`src/rtl/fp_normalizer_pkg.sv`:
```
// fp_normalizer_pkg: shared widths, limits and FSM encoding for the FP normalizer
package fp_normalizer_pkg;
    localparam int MANT_W = 24;
    localparam int EXP_W  = 8;
    localparam logic [EXP_W-1:0] EXP_MAX = 8'd255;
    localparam logic [EXP_W-1:0] EXP_ONE = 8'd1;

    typedef enum logic [1:0] {
        ST_IDLE  = 2'd0,
        ST_CHECK = 2'd1,
        ST_SHIFT = 2'd2,
        ST_DONE  = 2'd3
    } state_t;
endpackage

```
`src/rtl/fp_normalizer.sv`:
```
// fp_normalizer: iterative post-add/sub mantissa normalizer with valid/ready handshakes
module fp_normalizer
    import fp_normalizer_pkg::*;
(
    input  logic              i_clk,
    input  logic              i_rst,
    input  logic              i_in_valid,
    output logic              o_in_ready,
    input  logic [MANT_W:0]   i_mant_in,
    input  logic [EXP_W-1:0]  i_exp_in,
    output logic              o_out_valid,
    input  logic              i_out_ready,
    output logic [MANT_W-1:0] o_mant_out,
    output logic [EXP_W-1:0]  o_exp_out,
    output logic [EXP_W-1:0]  o_by_out,
    output logic              o_guard_out,
    output logic              o_zero,
    output logic              o_underflow,
    output logic              o_overflow
);
    state_t            r_state, w_state_nxt;
    logic [MANT_W:0]   r_mant, w_mant_nxt;
    logic [EXP_W-1:0]  r_exp, w_exp_nxt;
    logic [EXP_W-1:0]  r_by, w_by_nxt;
    logic              r_guard, w_guard_nxt;
    logic              r_zero, w_zero_nxt;
    logic              r_uf, w_uf_nxt;
    logic              r_of, w_of_nxt;
    logic              r_out_valid, w_valid_nxt;
    logic [EXP_W-1:0]  w_exp_inc;

    assign w_exp_inc = r_exp + 1'b1;

    // Next-state and datapath update; SHIFT exits on the shift that sets the hidden bit,
    // and OUT_VALID rises one cycle after DONE is entered
    always_comb begin
        w_state_nxt = r_state;
        w_mant_nxt  = r_mant;
        w_exp_nxt   = r_exp;
        w_by_nxt    = r_by;
        w_guard_nxt = r_guard;
        w_zero_nxt  = r_zero;
        w_uf_nxt    = r_uf;
        w_of_nxt    = r_of;
        w_valid_nxt = r_out_valid;
        case (r_state)
            ST_IDLE: begin
                if (i_in_valid) begin
                    w_mant_nxt  = i_mant_in;
                    w_exp_nxt   = (i_exp_in == '0) ? EXP_ONE : i_exp_in;
                    w_by_nxt    = '0;
                    w_guard_nxt = 1'b0;
                    w_zero_nxt  = 1'b0;
                    w_uf_nxt    = 1'b0;
                    w_of_nxt    = 1'b0;
                    w_state_nxt = ST_CHECK;
                end
            end
            ST_CHECK: begin
                if (r_mant == '0) begin
                    w_zero_nxt  = 1'b1;
                    w_exp_nxt   = '0;
                    w_state_nxt = ST_DONE;
                end else if (r_mant[MANT_W]) begin
                    w_mant_nxt  = (w_exp_inc == EXP_MAX) ? '0 : {1'b0, r_mant[MANT_W:1]};
                    w_guard_nxt = r_mant[0];
                    w_exp_nxt   = w_exp_inc;
                    w_by_nxt    = '1;
                    w_of_nxt    = (w_exp_inc == EXP_MAX);
                    w_state_nxt = ST_DONE;
                end else begin
                    w_state_nxt = r_mant[MANT_W-1] ? ST_DONE : ST_SHIFT;
                end
            end
            ST_SHIFT: begin
                if (r_mant[MANT_W-1]) begin
                    w_state_nxt = ST_DONE;
                end else if (r_exp == EXP_ONE) begin
                    w_uf_nxt    = 1'b1;
                    w_exp_nxt   = '0;
                    w_state_nxt = ST_DONE;
                end else begin
                    w_mant_nxt  = r_mant << 1;
                    w_exp_nxt   = r_exp - 1'b1;
                    w_by_nxt    = r_by + 1'b1;
                    w_state_nxt = r_mant[MANT_W-2] ? ST_DONE : ST_SHIFT;
                end
            end
            ST_DONE: begin
                w_valid_nxt = 1'b1;
                if (r_out_valid && i_out_ready) begin
                    w_valid_nxt = 1'b0;
                    w_state_nxt = ST_IDLE;
                end
            end
            default: w_state_nxt = ST_IDLE;
        endcase
    end

    // State and datapath registers; reset discards any operand in flight
    always_ff @(posedge i_clk or posedge i_rst) begin
        if (i_rst) begin
            r_state     <= ST_IDLE;
            r_mant      <= '0;
            r_exp       <= '0;
            r_by        <= '0;
            r_guard     <= 1'b0;
            r_zero      <= 1'b0;
            r_uf        <= 1'b0;
            r_of        <= 1'b0;
            r_out_valid <= 1'b0;
        end else begin
            r_state     <= w_state_nxt;
            r_mant      <= w_mant_nxt;
            r_exp       <= w_exp_nxt;
            r_by        <= w_by_nxt;
            r_guard     <= w_guard_nxt;
            r_zero      <= w_zero_nxt;
            r_uf        <= w_uf_nxt;
            r_of        <= w_of_nxt;
            r_out_valid <= w_valid_nxt;
        end
    end

    assign o_in_ready  = (r_state == ST_IDLE);
    assign o_out_valid = r_out_valid;
    assign o_mant_out  = r_out_valid ? r_mant[MANT_W-1:0] : '0;
    assign o_exp_out   = r_out_valid ? r_exp : '0;
    assign o_by_out    = r_out_valid ? r_by : '0;
    assign o_guard_out = r_out_valid & r_guard;
    assign o_zero      = r_out_valid & r_zero;
    assign o_underflow = r_out_valid & r_uf;
    assign o_overflow  = r_out_valid & r_of;
endmodule

```
`config.mk`:
```
export PLATFORM = sky130hd
export DESIGN_NAME = fp_normalizer
export DESIGN_NICKNAME = d
export VERILOG_FILES = /design/src/rtl/fp_normalizer_pkg.sv /design/src/rtl/fp_normalizer.sv
export SDC_FILE = /design/constraint.sdc
export NUM_CORES = 1
export LEC_CHECK = 0
export ABC_CLOCK_PERIOD_IN_PS = 2600
export BUFFER_PORTS_ARGS = -buffer_cell sky130_fd_sc_hd__buf_2
export CAP_MARGIN = 15
export CORE_ASPECT_RATIO = 2
export CORE_MARGIN = 5
export CORE_UTILIZATION = 50
export DETAILED_ROUTE_END_ITERATION = 8
export PLACE_DENSITY = 0.73
export SLEW_MARGIN = 20
export SYNTH_ARGS = -nofsm -noshare
export SYNTH_HDL_FRONTEND = slang
export SYNTH_SLANG_ARGS = --single-unit
export TNS_END_PERCENT = 5
```
`constraint.sdc`:
```
create_clock -name i_clk -period 2.6 [get_ports i_clk]
set_input_delay 0.52 -clock i_clk [delete_from_list [all_inputs] [get_ports i_clk]]
set_output_delay 0.52 -clock i_clk [all_outputs]
set_load 0.005 [all_outputs]
```
==> results of run 1 <==
## flip-flops by register name, summed over array words and instances, names as in the netlist
signal	flops
o_out_valid	1
r_exp	8
r_mant	25
r_of	1
r_by	8
r_state	2
r_uf	1
r_guard	1
r_zero	1
## area by class of cell
class                           count  area (µm²)  area share, %
Sequential cell                    48        1200           28.5
Multi-Input combinational cell    310        2100           50.0
Clock inverter                      2        35.0          0.832
Inverter                           16        60.1           1.43
Timing Repair Buffer               98         568           13.5
Clock buffer                        6         129           3.06
Tap cell                           90         113           2.67
## cells in the mapped netlist, drive strengths merged, types with 2 or more instances
cell / number
dfrtp: 48
o21ai: 48
and2: 46
nor2: 38
o22ai: 23
a221oi: 21
clkbuf: 18
nand2: 17
inv: 16
buf: 14
a21oi: 12
ha: 10
nor4: 8
a31oi: 7
a32o: 7
nor2b: 6
o221ai: 6
nor3: 5
a41oi: 4
and3: 4
nand3: 4
xor2: 4
a21boi: 3
nand4: 3
o211ai: 3
o21a: 3
o31ai: 3
or2: 3
xnor2: 3
a211oi: 2
mux2: 2
nand3b: 2
o311ai: 2
## per-layer routing
layer | share of wire [%] | vias to the layer above
li1 | - | 1650
met1 | 35 | 1725
met2 | 56 | 160
met3 | 5.2 | 32
met4 | 3.8 | 0
met5 | 0 | -
## kinds of logic (layout without fill, tap and decap cells)
logic type      after synthesis  in the layout  synth area share [%]
buf+inv                      48            122                  6.97
mux                           2              2                 0.636
compound gates              149            149                  31.4
xor+xnor                      7              7                  1.73
flops                        48             48                  33.9
simple gates                142            142                  21.8
fa+ha+maj                    10             10                  3.54
## repair_timing
item,in CTS,in global routing
resized for setup,0,2
setup buffers,0,0
hold endpoints to repair,0,0
endpoints found under the setup margin,0,12
hold buffers,0,0
## report_power, final
group / switching [mW] / total [mW] / internal [mW]
logic: 2.34 / 4.22 / 1.88
registers: 0.579 / 1.69 / 1.11
clock network: 0.278 / 0.731 / 0.453
total: 3.20 / 6.64 / 3.44
## worst max-delay path by stage
| stage | startpoint | to | depth (start not counted) |
|---|---|---|---|
| 2_1_floorplan | r_state[0] | r_mant[9] | 9 |
| 3_3_place_gp | r_exp[0] | r_mant[21] | 6 |
| 3_5_place_dp | r_state[0] | r_mant[20] | 7 |
| 4_1_cts | r_state[0] | r_mant[20] | 7 |
| 5_1_grt | r_state[0] | r_by[6] | 8 |
| 6_report | r_state[0] | r_by[6] | 8 |
## worst max-delay path, stage by stage (launching register included)
cell and delay [ps]:
dfrtp_1 430, inv_1 100, ha_1 260, nor2b_1 200
nor3_1 330, a21boi_2 290, buf_4 300, nand2_1 180
o21ai_0 200
## through the flow
stage          hold WS (ps)  setup WS (ps)  util [%]
2_1_floorplan           442            474         -
3_3_place_gp            447            256      58.1
3_5_place_dp            454            141      58.1
4_1_cts                 139            139      60.5
5_1_grt                 154           18.0      60.7
6_report                130            224      60.7
==> summary.txt, run 1 <==
Power
  – Design Power: about 6.6 mW
  – VDD IR max: 0.840 mV
  – Pwr Density: 1580 nW/µm²
  – Pleak: ~1.8 nW

Clocking
  – Total CTS buffers: 5
  – H-tree levels: 2
  – Max clock buf depth: 2
  – TritonCTS clock tree: built
  – Clock Tree Root: clkbuf_16
  – Clock-pin slew on the worst setup and hold paths: ~70 ps
  – Clk_lat worst skew: ~300 ps
  – CTS sink cnt: between 40 and 50

STA
  – Slew headroom: 56.8%
  – Setup Viol. Count Final: 0
  – Crit share post-route: between 90% and 100%
  – Final Hold Fails: 0
  – Fin. max-slew vios: 0
  – Max Clock Skew: roughly 8.1 ps
  – Max Freq: 421 MHz
  – RSZ-0062 raised after global routing: no
  – Final min period: around 2400 ps
  – Worst slew pin tran: 647 ps
  – Total Neg Setup Slack: 0 ps

Floorplanning
  – Core Area: 6940 µm²
  – Initial Util: between 50% and 60%
  – # rows: 43
  – Io pins: 83
  – Total Die Area: 8960 µm²
  – Die Ht: 129 µm
  – Die width: around 69 µm

Placement
  – Cell Area, Placed: around 4000 µm²
  – Port buffer count: 82
  – Post-DP HPWL: 7.86 mm
  – Placer congestion estimate: 0.853
  – Placed Cells: 562

Synth
  – Syn Nets: 453
  – Area contributors post-synth: dfrtp_1 34%, and2_1 8.1%, o21ai_0 6.1%, a221oi_2 5.5%, nor2_1 4.0%
  – Ys flop type: dfrtp_1
  – #FFs+latches synth: 48
  – Post-synth EDFFs: 0
  – Synth Cell Area: 3540 µm²
  – Synthesized area per cell: between 8 and 9 µm²
  – Share of the synthesized area in the top cell type: approximately a third
  – Library cells used by synthesis: 55
  – Register area share after synthesis: between 30% and 40%
  – Post-synth ARST share: between 90% and 100%
  – Synth area leader: dfrtp_1
  – Syn Inst Count: 406
  – Yosys warning count: 0

Cells and area
  – Antenna cells: 0
  – Commonest non-fill, non-tap cell in the layout: buf_2
  – Post-route insts no fill: 570
  – Area Overhead vs Synth: 19.0%
  – Fill count: between 600 and 700
  – Most frequent cells in the layout: 82 x buf_2, 48 x dfrtp_1, 46 x and2_1
  – Design Area, Final: 4210 µm²
  – Layout cells sized above 1: 27.9%
  – Fin nets: 526

Route
  – Initial DRC Count: 234
  – Routed via count: 3,567
  – Routed len/inst: 18.6 µm
  – # DRC: 0
  – Number of vias per cell: 6.26
  – Pre-antenna DRT Iters: 5
  – Post-route antenna net violation count: 0
  – WL final: 10.6 mm

Critical path
  – Worst r2r path cells: 8
  – Worst Path Arrival: roughly 2600 ps
  – Worst r2r dst: r_by[6]
  – Startpoint Class: flip-flop
  – Critical path type: flip-flop to flip-flop
  – Worst r2r src: r_state[0]
  – Reg2reg setup slack: 220 ps
  – Worst Path Required: 2810 ps
  – Setup crit end kind: flip-flop
  – CP max FO: 21

Run
  – Max cap viols: 0

Global route
  – Grt met2 use: 45.4%
  – GR Util met3: roughly 4.1%
  – GR Util All Layers: 23.7%
  – GR Util met1: 24.6%
  – Initial antenna violation count: 0
  – First-pass GRT wire length: 17.2 mm
  – Overflow after GRT: 0
  – Largest net degree at the start of global routing: 37
  – GRT Max-Usage Layer: met2
  – Vias in the first global route: roughly 3,500

Outcome
  – Status: finished, final reports clean

Hold path
  – Min-Delay Path Class: input pin to async pin
(Power assumes the default switching activity.)
==> inputs of run 2 (changes only) <==
--- a/config.mk
+++ b/config.mk
@@ -11,4 +11,4 @@
 export CORE_ASPECT_RATIO = 2
-export CORE_MARGIN = 5
 export CORE_UTILIZATION = 50
+export CTS_CLUSTER_SIZE = 40
 export DETAILED_ROUTE_END_ITERATION = 8
==> constraint.sdc (replaced) <==
create_clock -name i_clk -period 2.6 [get_ports i_clk]
set_input_delay 0.26 -clock i_clk [delete_from_list [all_inputs] [get_ports i_clk]]
set_output_delay 0.26 -clock i_clk [all_outputs]
set_load 0.005 [all_outputs]
==> run 2 against run 1 <==
  * Sequential cell count did not move
  * Critical path depth did not move
  * Total power rose by 1.5%
==> summary.txt, run 2 (synthesis results as in run 1) <==
Outcome
  – Status: finished, final reports clean

Global route
  – Initial antenna violation count: 0 (unchanged)
  – First-pass GRT wire length: 17.9 mm (+4.4%)
  – Overflow after GRT: 0 (unchanged)
  – GR Util All Layers: 32.0% (+8.3 points)
  – Largest net degree at the start of global routing: 37 (unchanged)
  – Vias in the first global route: 3,518 (-0.59%)

Placement
  – Post-Place Setup Slack: 140 ps (-1.19 ps)
  – Port buffer count: 82 (unchanged)
  – Cell Area, Placed: 4040 µm² (about the same)
  – Post-DP HPWL: 7.79 mm (-0.96%)
  – Placer congestion estimate: 0.976 (+14%)

Route
  – Number of vias per cell: 6.30 (+0.62%)
  – # DRC: 0 (unchanged)
  – Initial DRC Count: 208 (-11%)
  – Post-route antenna net violation count: 0 (unchanged)
  – WL final: 10.8 mm (+1.5%)
  – Routed len/inst: 18.8 µm (+0.98%)
  – Routed via count: 3,608 (+1.1%)
  – Pre-antenna DRT Iters: 5 (unchanged)

Cells and area
  – Fill count: 691 (+13%)
  – Largest Register: r_mant
  – Biggest regs: r_mant (25), r_by (8), r_exp (8)
  – Area Overhead vs Synth: 19.5%
  – Antenna cells: 0 (unchanged)
  – Design Area, Final: 4230 µm² (+0.42%)
  – Most frequent cells in the layout: 82 x buf_2, 48 x dfrtp_1, 46 x and2_1
  – Layout cells sized above 1: 28.4% (+0.45 points)
  – Fin nets: 529 (+0.57%)
  – Commonest non-fill, non-tap cell in the layout: buf_2
  – Max FFs per register: 25 (unchanged)

Clocking
  – TritonCTS clock tree: built
  – Clk_lat worst skew: 290 ps (about the same)
  – Total CTS buffers: 5 (unchanged)
  – Max clock buf depth: 2 (unchanged)
  – H-tree levels: 2 (unchanged)
  – Clock-pin slew on the worst setup and hold paths: 70 ps (about the same)
  – CTS sink cnt: 48 (unchanged)
  – Clock Tree Root: clkbuf_16
  – Number of post-CTS setup repair buffers: 0 (unchanged)

Hold path
  – Min-Delay Path Class: input pin to flip-flop

Critical path
  – CP max FO: 21 (unchanged)
  – Critical path type: flip-flop to flip-flop
  – Slowest CP cell: or3b_2
  – Cell Chain, Critical Path: inv_1, ha_1, or3b_2, o21ai_2, a21boi_1, buf_4, nand2_1, o21ai_0
  – Worst Path Required: 2770 ps (-40 ps)
  – WP buf/inv: 2 (unchanged)
  – Largest stage delay, worst path: 520 ps (+90 ps)
  – Largest delay share family, worst path: simple AND/OR/NAND/NOR gates
  – Setup crit end kind: flip-flop
  – Worst Path Arrival: 2550 ps (-40 ps)
  – Startpoint Class: flip-flop

Power
  – Pwr Density: 1600 nW/µm² (+1.1%)
  – VDD IR max: 0.959 mV (+14%)
  – Pleak: 1.85 nW (+0.49%)
  – Design Power: 6.74 mW (+1.5%)

Floorplanning
  – Die width: 61.5 µm (-12%)
  – Die Ht: 121 µm (-6.2%)
  – Io pins: 83 (unchanged)
  – # rows: 43 (unchanged)
  – Initial Util: 51.4% (+0.40 points)
  – Total Die Area: 7440 µm² (-17%)
  – Core Area: 6890 µm² (-0.78%)

STA
  – Setup Viol. Count Final: 0 (unchanged)
  – Final Hold Fails: 0 (unchanged)
  – Crit share post-route: 91.7% (+0.31 points)
  – Final min period: 2380 ps (+8.17 ps)
  – Total Neg Setup Slack: 0 ps (unchanged)
  – Worst setup margin: 216 ps (-8.17 ps)
  – Max Freq: 419 MHz (-0.34%)
  – Fin. max-slew vios: 0 (unchanged)
  – Worst slew pin tran: 590 ps (-56.7 ps)
  – Slew headroom: 60.6% (+3.8 points)
  – RSZ-0062 raised after global routing: no
  – Max Clock Skew: 4.57 ps (-3.56 ps)

Run
  – Max cap viols: 0 (unchanged)
[run 2: stage by stage]
step / utilization, % / cells / hold slack (ps)
final: 61.4 / 573 / 284
after CTS: 61.2 / 573 / 280
after floorplan: - / 406 / 442
after global routing: 61.4 / 573 / 303
after detailed placement: 58.6 / 564 / 276
after global placement: 58.6 / 564 / 272
[run 2: cell type report]
type,count,area (µm²),area share [%]
repair buffers,101,581,13.7
multi-input cells,310,2110,49.8
clock buffers,5,125,2.96
clock inverters,3,42.5,1.01
inverters,16,60.1,1.42
well taps,90,113,2.66
flip-flops and latches,48,1200,28.4
[run 2: per-layer routing]
metal  vias to the layer above  wire [µm]  global-route usage, %
li1                       1660          -                      -
met1                      1779       3950                   37.5
met2                       139       5900                   53.3
met4                         0        429                   16.3
met5                         -          0                      0
met3                        30        503                   6.08
[run 2: what timing repair did]
action	4_1_cts	5_1_grt
hold buffers	1	0
hold endpoints to repair	17	0
endpoints found under the setup margin	0	12
gates resized for setup	0	2
[run 2: worst paths after layout]
check / depth (start not counted) / to / from / slack [ps]
worst max-delay path: 8 / r_by[4] / r_exp[1] / 220
worst min-delay path: 3 / r_mant[9] / i_mant_in[9] / 280
worst max register to register: 8 / r_by[4] / r_exp[1] / 220
worst min register to register: 2 / r_of / r_of / 530
max in group asynchronous: 4 / r_mant[2] / i_rst / 1310
min in group asynchronous: 3 / r_mant[19] / i_rst / 520
[run 2: worst register-to-register path, stage by stage (launching register included)]
cell and delay, ps:
dfrtp_1 450, inv_1 130, ha_1 170, or3b_2 520, o21ai_2 250, a21boi_1 170, buf_4 260, nand2_1 180
o21ai_0 130
[run 2: where the power goes]
group,internal (mW),total [mW],switching (mW),leakage [nW]
sequential,1.11,1.66,0.543,0.591
clock,0.453,0.757,0.304,0.0798
combinational,1.89,4.33,2.45,1.18
total,3.45,6.74,3.29,1.85
==> inputs of run 3 (changes only) <==
==> constraint.sdc (replaced) <==
create_clock -name i_clk -period 2.6 [get_ports i_clk]
set_input_delay 0 -clock i_clk [delete_from_list [all_inputs] [get_ports i_clk]]
set_output_delay 0 -clock i_clk [all_outputs]
set_load 0.005 [all_outputs]
==> run 3 against run 2 <==
  * Core utilization increased by 0.18 points
  * Total power decreased by 0.13%
  * Hold slack got worse by 260 ps
  * Clock skew about the same
  * Clock power increased by 8.9%
  * Critical path type unchanged
  * Largest cell class unchanged
==> summary.txt, run 3 (synthesis results as in run 1) <==
Placement
  – Port buffer count: 82 (unchanged)
  – Placer congestion estimate: 0.960 (-1.6%)
  – Cell Area, Placed: 4050 µm² (+0.19%)
  – Post-DP HPWL: 7.65 mm (-1.8%)

Cells and area
  – Commonest non-fill, non-tap cell in the layout: buf_2
  – Largest Register: r_mant
  – Most frequent cells in the layout: 82 x buf_2, 48 x dfrtp_1, 46 x and2_1
  – Biggest regs: r_mant (25), r_by (8), r_exp (8)
  – Area Overhead vs Synth: 19.8%
  – Layout cells sized above 1: 28.2% (-0.21 points)
  – Max FFs per register: 25 (unchanged)
  – Final Util: 61.6% (+0.18 points)
  – Fin nets: 530 (+0.19%)
  – Design Area, Final: 4240 µm² (+0.30%)
  – Antenna cells: 0 (unchanged)

Critical path
  – Worst Path Required: 2740 ps (-30 ps)
  – Worst Path Arrival: 2600 ps (+50 ps)
  – Startpoint Class: flip-flop
  – Setup crit end kind: flip-flop
  – Critical path type: flip-flop to flip-flop
  – Worst r2r src: r_exp[0]
  – Worst r2r path cells: 6 (-2)
  – Reg2reg setup slack: 150 ps (-70 ps)
  – WP buf/inv: 0 (-2)
  – Largest stage delay, worst path: 520 ps (about the same)
  – CP max FO: 21 (unchanged)
  – Worst r2r dst: r_mant[20]
  – Cell Chain, Critical Path: ha_1, nand3_4, or3_1, a2111o_1, nand3_2, o221ai_1
  – Slowest CP cell: a2111o_1
  – Largest delay share family, worst path: simple AND/OR/NAND/NOR gates

Power
  – Pleak: 1.87 nW (+0.72%)
  – Pwr Density: 1590 nW/µm² (-0.42%)
  – VDD IR max: 1.02 mV (+6.7%)

STA
  – Final min period: 2450 ps (+69.2 ps)
  – Slew headroom: 50.4% (-10 points)
  – Total Neg Setup Slack: 0 ps (unchanged)
  – RSZ-0062 raised after global routing: no
  – Max Freq: 408 MHz (-2.8%)
  – Max Clock Skew: 4.64 ps (+0.0717 ps)
  – Fin. max-slew vios: 0 (unchanged)
  – Worst slew pin tran: 743 ps (+152 ps)
  – Crit share post-route: 94.4% (+2.7 points)
  – Final Hold Fails: 0 (unchanged)
  – Setup Viol. Count Final: 0 (unchanged)

Clocking
  – Total CTS buffers: 5 (unchanged)
  – Clock-pin slew on the worst setup and hold paths: 60 ps (about the same)
  – H-tree levels: 2 (unchanged)
  – Clk_lat worst skew: 290 ps (about the same)
  – CTS sink cnt: 48 (unchanged)
  – Max clock buf depth: 2 (unchanged)
  – Clock Tree Root: clkbuf_16
  – TritonCTS clock tree: built

Route
  – Initial DRC Count: 187 (-10%)
  – Number of vias per cell: 6.27 (-0.44%)
  – WL final: 10.6 mm (-1.7%)
  – Routed len/inst: 18.5 µm (-1.7%)
  – # DRC: 0 (unchanged)
  – Routed via count: 3,592 (-0.44%)
  – Post-route antenna net violation count: 0 (unchanged)
  – Pre-antenna DRT Iters: 5 (unchanged)

Global route
  – First-pass GRT wire length: 17.0 mm (-5.3%)
  – GR Util All Layers: 30.5% (-1.5 points)
  – Vias in the first global route: 3,409 (-3.1%)
  – Largest net degree at the start of global routing: 37 (unchanged)
  – Overflow after GRT: 0 (unchanged)
  – Initial antenna violation count: 0 (unchanged)

Floorplanning
  – Die width: 61.5 µm (unchanged)
  – # rows: 43 (unchanged)
  – Core Area: 6890 µm² (unchanged)
  – Die Ht: 121 µm (unchanged)
  – Initial Util: 51.4% (unchanged)
  – Total Die Area: 7440 µm² (unchanged)
  – Io pins: 83 (unchanged)

Run
  – Max cap viols: 0 (unchanged)

Outcome
  – Status: finished, final reports clean

Hold path
  – Worst Hold Launch: i_mant_in[14]
  – Min-Delay Path Class: input pin to flip-flop
  – WHS Path Cells: 3 (unchanged)
  – Hold Path End: r_mant[14]
## run 3: power by group
group          leakage [nW]  internal, mW  switching [mW]  total, mW
Clock                0.0899         0.546           0.278      0.824
Sequential            0.591          1.11           0.548       1.66
Combinational          1.19          1.86            2.39       4.25
Total                  1.87          3.52            3.22       6.74
## run 3: metrics by stage
stage	hold WS [ps]	instances	setup slack [ps]	total power [mW]
6_report	21.3	573	146	6.74
5_1_grt	45.5	573	6.40	7.28
4_1_cts	17.5	573	170	6.72
3_5_place_dp	167	565	187	5.88
3_3_place_gp	163	565	235	5.79
2_1_floorplan	188	406	474	4.62
## run 3: worst max path at each step
stage,startpoint,endpoint,slack [ps],depth (start not counted)
detailed placement,r_exp[0],r_mant[21],190,6
finish,r_exp[0],r_mant[20],150,6
global route,r_mant[1],r_exp[5],6,5
global placement,r_mant[1],r_exp[5],230,5
CTS,r_exp[0],r_mant[21],170,6
floorplan,r_state[0],r_mant[9],470,9
## run 3: repair_timing
action	4_1_cts	5_1_grt
setup buffers	0	0
hold buffers	1	0
gates resized for setup	0	0
hold endpoints to repair	32	0
## run 3: cell type report
type	instances	area (µm²)
well taps	90	113
clock inverters	2	60.1
clock buffers	5	125
flip-flops and latches	48	1200
repair buffers	102	588
fillers	674	2650
inverters	16	60.1
multi-input cells	310	2090
## run 3: worst min-delay path: stages
cell	delay (ps)
buf_2	90
o21ai_0	60
o22ai_1	110
## run 3: per-layer routing
metal | track usage, % | vias to the layer above | part of all wire [%]
met1 | 36.3 | 1728 | 37
met2 | 51.1 | 172 | 54
li1 | - | 1654 | -
met3 | 3.41 | 38 | 4.5
met4 | 16.8 | 0 | 4.6
met5 | 0 | - | 0
